--- config.mk ---
export PLATFORM = sky130hd
export DESIGN_NAME = julia_pixel_feeder
export DESIGN_NICKNAME = d
export VERILOG_FILES = /design/src/rtl/julia_pkg.sv /design/src/rtl/julia_raster_counter.sv /design/src/rtl/julia_pixel_feeder.sv
export SDC_FILE = /design/constraint.sdc
export NUM_CORES = 1
export LEC_CHECK = 0
export ABC_AREA = 1
export CAP_MARGIN = 20
export CELL_PAD_IN_SITES_DETAIL_PLACEMENT = 0
export CELL_PAD_IN_SITES_GLOBAL_PLACEMENT = 2
export CORE_ASPECT_RATIO = 0.9
export CORE_MARGIN = 1.5
export CORE_UTILIZATION = 26
export CTS_BUF_LIST = sky130_fd_sc_hd__clkbuf_4 sky130_fd_sc_hd__clkbuf_8
export DETAILED_ROUTE_END_ITERATION = 8
export HOLD_SLACK_MARGIN = 0.1
export PLACE_DENSITY = 0.89
export SLEW_MARGIN = 20
export SYNTH_ARGS = -nofsm -noshare
export SYNTH_HDL_FRONTEND = slang
export SYNTH_SLANG_ARGS = --single-unit
--- constraint.sdc ---
create_clock -name clk -period 5 [get_ports clk]
set_input_delay 0.5 -clock clk [delete_from_list [all_inputs] [get_ports clk]]
set_output_delay 0.5 -clock clk [all_outputs]
set_load 0.05 [all_outputs]
--- src/rtl/julia_pkg.sv ---
// julia_pkg: shared fixed-point defaults, feeder state encoding and job constants.
package julia_pkg;
  localparam int DEF_FRACTIONAL = 10;
  localparam int DEF_INTEGRAL = 10;
  localparam int DEF_WIDTH = DEF_FRACTIONAL + DEF_INTEGRAL;
  typedef logic signed [DEF_WIDTH-1:0] fixed_t;
  typedef enum logic [1:0] {IDLE, RUN, DONE} feeder_state_t;
  localparam logic [7:0] ITER_INIT = 8'd0;
endpackage

--- src/rtl/julia_raster_counter.sv ---
// julia_raster_counter: raster x/y position with line-wrap and last-pixel flags.
module julia_raster_counter import julia_pkg::*; #(
  parameter int H_PIXELS = 640,
  parameter int V_PIXELS = 480,
  localparam int XW = $clog2(H_PIXELS),
  localparam int YW = $clog2(V_PIXELS)
) (
  input  logic          clk,
  input  logic          rst,
  input  logic          clear,
  input  logic          advance,
  output logic [XW-1:0] x,
  output logic [YW-1:0] y,
  output logic          line_end,
  output logic          last
);
  assign line_end = x == XW'(H_PIXELS - 1);
  assign last = line_end && y == YW'(V_PIXELS - 1);
  always_ff @(posedge clk or posedge rst)
    if (rst) begin
      x <= '0;
      y <= '0;
    end else if (clear) begin
      x <= '0;
      y <= '0;
    end else if (advance && !last) begin
      x <= line_end ? '0 : x + 1'b1;
      y <= line_end ? y + 1'b1 : y;
    end
endmodule

--- src/rtl/julia_pixel_feeder.sv ---
// julia_pixel_feeder: raster-order Julia job issuer with accumulated fixed-point z.
// Optional abort input enabled by JULIA_FEEDER_ABORT_EN.
module julia_pixel_feeder import julia_pkg::*; #(
  parameter int FRACTIONAL = DEF_FRACTIONAL,
  parameter int INTEGRAL = DEF_INTEGRAL,
  parameter int WIDTH = FRACTIONAL + INTEGRAL,
  parameter int H_PIXELS = 640,
  parameter int V_PIXELS = 480,
  localparam int XW = $clog2(H_PIXELS),
  localparam int YW = $clog2(V_PIXELS)
) (
  input  logic                    clk,
  input  logic                    rst,
  input  logic                    start,
`ifdef JULIA_FEEDER_ABORT_EN
  input  logic                    abort,
`endif
  input  logic signed [WIDTH-1:0] real_min,
  input  logic signed [WIDTH-1:0] imag_max,
  input  logic signed [WIDTH-1:0] real_step,
  input  logic signed [WIDTH-1:0] imag_step,
  input  logic signed [WIDTH-1:0] c_real_in,
  input  logic signed [WIDTH-1:0] c_imag_in,
  input  logic                    ready_in,
  output logic                    valid_out,
  output logic signed [WIDTH-1:0] z_real_out,
  output logic signed [WIDTH-1:0] z_imag_out,
  output logic signed [WIDTH-1:0] c_real_out,
  output logic signed [WIDTH-1:0] c_imag_out,
  output logic [7:0]              iteration_out,
  output logic [XW-1:0]           pixel_x_out,
  output logic [YW-1:0]           pixel_y_out,
  output logic                    busy,
  output logic                    frame_done
);
  feeder_state_t state, state_n;
  logic signed [WIDTH-1:0] real_min_q, real_step_q, imag_step_q;
  logic kill, xfer, go, adv, line_end, last;
`ifdef JULIA_FEEDER_ABORT_EN
  assign kill = abort;
`else
  assign kill = 1'b0;
`endif
  assign xfer = valid_out && ready_in;
  assign go = state == IDLE && start && !kill;
  assign adv = xfer && !kill;
  assign iteration_out = ITER_INIT;
  always_ff @(posedge clk or posedge rst)
    if (rst) state <= IDLE;
    else state <= state_n;
  // abort outranks both a pending transfer and the DONE pulse
  always_comb begin
    state_n = state == IDLE ? (go ? RUN : IDLE)
            : state == RUN && !kill ? (xfer && last ? DONE : RUN)
            : IDLE;
    valid_out = state == RUN;
    busy = state != IDLE;
    frame_done = state == DONE && !kill;
  end
  always_ff @(posedge clk or posedge rst)
    if (rst) begin
      real_min_q <= '0;
      real_step_q <= '0;
      imag_step_q <= '0;
      z_real_out <= '0;
      z_imag_out <= '0;
      c_real_out <= '0;
      c_imag_out <= '0;
    end else if (go) begin
      real_min_q <= real_min;
      real_step_q <= real_step;
      imag_step_q <= imag_step;
      z_real_out <= real_min;
      z_imag_out <= imag_max;
      c_real_out <= c_real_in;
      c_imag_out <= c_imag_in;
    end else if (adv && !last) begin
      z_real_out <= line_end ? real_min_q : z_real_out + real_step_q;
      if (line_end) z_imag_out <= z_imag_out - imag_step_q;
    end
  julia_raster_counter #(.H_PIXELS(H_PIXELS), .V_PIXELS(V_PIXELS)) u_raster (
    .clk(clk),
    .rst(rst),
    .clear(go),
    .advance(adv),
    .x(pixel_x_out),
    .y(pixel_y_out),
    .line_end(line_end),
    .last(last)
  );
endmodule

==> results.cfg <==
[worst_setup_path]
cp_top_family = simple AND/OR/NAND/NOR gates
max_stage_delay_ps = 860
crit_type = reg -> reg
r2r_setup_slack_ps = 1790
cp_common_cell = nand2_1
critPathArrivalTime_ps = 3620
worstPathCellList = ha_1, nand2_1, nor2_2, nand4_4, nand2_1, nand2_4, inv_4, o211ai_1, nand2_1
r2r_end = z_imag_out[6]
critPathRequiredTime_ps = 5410
crit_buf_inv = 1
cp-start-kind = register
r2r-start = u_raster.x[0]
path_max_fanout = 43
reg2regPathDepth = 9
cp.depth = 9
endpoint_kind = register
slowest_stage = nand2_1

[timing]
skew_ps = 18.43
timing.fmax_mhz = 311.4
finalCritPeriodShare_pct = 64.22
hold_violations = 0
setup_viol = 0
post-route-min-period_ps = 3211
slew_headroom_pct = 36.19
report.final.slew_viol_count = 0
rsz0062_at_grt = no
tightestPinTransition_ps = 954.8
finalSetupTns_ps = 0

[route]
route.detailed.drc = 0
first_pass_iters = 4
vias = 8697
drtAntennaViolNets = 0
wl_per_cell_um = 14.93
wl_met2_um = 12180
route.met3.wl_um = 1974
via_per_inst = 4.476
wirelength_um = 29020
top_layer_used = met4
wl_met1_um = 14610
drt_iter0_drc = 408

[clock_network]
cts_max_level = 4
cts-root-buf = clkbuf_8
cts_buffer_depth = 2
numCtsBuffers = 17
clock_latency_ps = 470
hold_buffers = 0
cts.sinks = 161
postCtsSetupRepairBufs = 0
clkTransAtPathRegs_ps = 90
cts_tree = built
ctsResizeCount = 0

[synth]
synth-edff-count = 0
synthFlopType = dfrtp_1
syn_area_um2 = 9315
ys_types = 46
yosysWarnings = 0
netlist.area_leader.share_pct = 43.25
avgSynthCellArea_um2 = 7.417
yosys-top-cells-count = 480 x nand2_1, 161 x dfrtp_1, 117 x inv_1, 84 x o21ai_0, 79 x nor2_1
synth_seq_cells = 161
seq_area_frac_synth_pct = 43.25
synth.area.top_cells = dfrtp_1 43%, nand2_1 19%, ha_1 5.4%
yosys.area.top_type = dfrtp_1
syn_inst = 1256
yosysMostFrequentCell = nand2_1
async_reset_ff_share_pct = 100.0

[die]
die_w_um = 202.5
die-area_um2 = 36970
coreArea_um2 = 35220
pin_count = 234
fp.dieH_um = 182.6
start_util_pct = 26.45
rows = 65

[power]
p_total_uw = 9110
p_leak_uw = 0.005992
cellPowerDensity_nw_per_um2 = 734.9
peakVddDrop_uv = 368.4

[hold_path]
min_from = real_min_q[14]
hold-path-endpoint = real_min_q[14]
worst_hold_path.num_cells = 2
hold_path.class = reg -> reg

[grt]
grt_max_degree = 96
gr-total-overflow = 0
grt_first_pass_wirelength_um = 46730
grt_usage_pct = 15.96
first_global_vias = 8710
antenna_found_initial = 1

[placement]
io_buffers = 225
dpl.cell_count = 1911
dpl.hpwl_um = 21280
routabilityCongestion = 0.8186

[run]
max_cap_violations = 0

[layout]
area_growth_pct = 33.08
nNetsFinal = 1627
utilization_pct = 35.20
fin_cells = 1943
drive_gt1_share_pct = 4.616

[outcome]
status = finished, final reports clean
layer usage:
metal	global-route usage, %	vias to the layer above
li1	-	4420
met1	22.44	4057
met2	23.75	206
met3	4.768	14
met4	4.059	0
met5	0	-
final cells by class:
| type | instances | area, um^2 |
|---|---|---|
| antenna | 1 | 2.502 |
| timing repair buffer | 230 | 2293 |
| clock buffer | 18 | 247.7 |
| clock inverter | 13 | 185.2 |
| tap | 469 | 586.8 |
| multi-input combinational | 932 | 4596 |
| fill | 3738 | 22820 |
| sequential | 161 | 4029 |
| inverter | 119 | 456.7 |
per-stage QoR:
step | hold slack, ps | setup slack [ps] | area [um^2]
4_1_cts | 484.6 | 1664 | 12390
3_5_place_dp | 462.3 | 1666 | 11960
6_report | 483.3 | 1789 | 12400
5_1_grt | 510.8 | 1404 | 12390
2_1_floorplan | 443.1 | 151.7 | 9341
3_3_place_gp | 460.9 | 1708 | 11960
state kept, by name, indices dropped and copies added, names as in the netlist:
| signal | flops |
|---|---|
| real_min_q | 20 |
| c_imag_out | 20 |
| real_step_q | 20 |
| state | 2 |
| z_imag_out | 20 |
| u_raster.x | 10 |
| u_raster.y | 9 |
| c_real_out | 20 |
| imag_step_q | 20 |
| z_real_out | 20 |
layout by cell type (no fill, tap or decap), types with 4 or more instances in the layout:
cell type,n
o21ai_0,84
nor2_1,79
nor2_2,4
nor3_1,11
o211ai_1,10
clkbuf_8,18
bufinv_16,4
inv_1,115
nor2_4,4
a21oi_1,65
xnor2_1,9
nor3_2,4
nand2_1,479
o21ai_1,5
clkdlybuf4s50_1,225
ha_1,40
or2_2,5
conb_1,8
xor2_1,12
nand3_1,61
dfrtp_1,161
nand4_1,19
buf_4,4
power by group:
group	leakage (uW)	switching [uW]	internal, uW
clock	0.000215	534	557
combinational	0.00378	3740	1960
sequential	0.00199	431	1880
total	0.00599	4710	4400
worst max-delay path by stage:
| stage | slack, ps | end | startpoint |
|---|---|---|---|
| 6_report | 1790 | z_imag_out[6] | u_raster.x[0] |
| 5_1_grt | 1400 | z_imag_out[4] | u_raster.x[0] |
| 4_1_cts | 1660 | z_imag_out[9] | u_raster.x[0] |
| 3_5_place_dp | 1670 | z_imag_out[5] | start |
| 3_3_place_gp | 1710 | z_imag_out[10] | start |
| 2_1_floorplan | 150 | c_imag_out[0] | rst |
worst min-delay path: stages, from the launching register on:
cell and delay (ps):
dfrtp_1 330, nand2_1 60, o21ai_0 60
cell families (layout without fill, tap and decap cells):
logic type	count (synthesis)	in the layout	synth area share (%)
AO/OA/AOI/OAI	182	182	10.76
XOR/XNOR	21	21	1.975
adder cells (fa/ha/maj)	42	42	5.803
buffers and inverters	170	380	7.777
flip-flops	161	161	43.25
multiplexers	1	1	0.1209
other	1	9	0.04026
AND/OR/NAND/NOR	678	678	30.28
No activity file was read; power rests on OpenSTA's default activity.
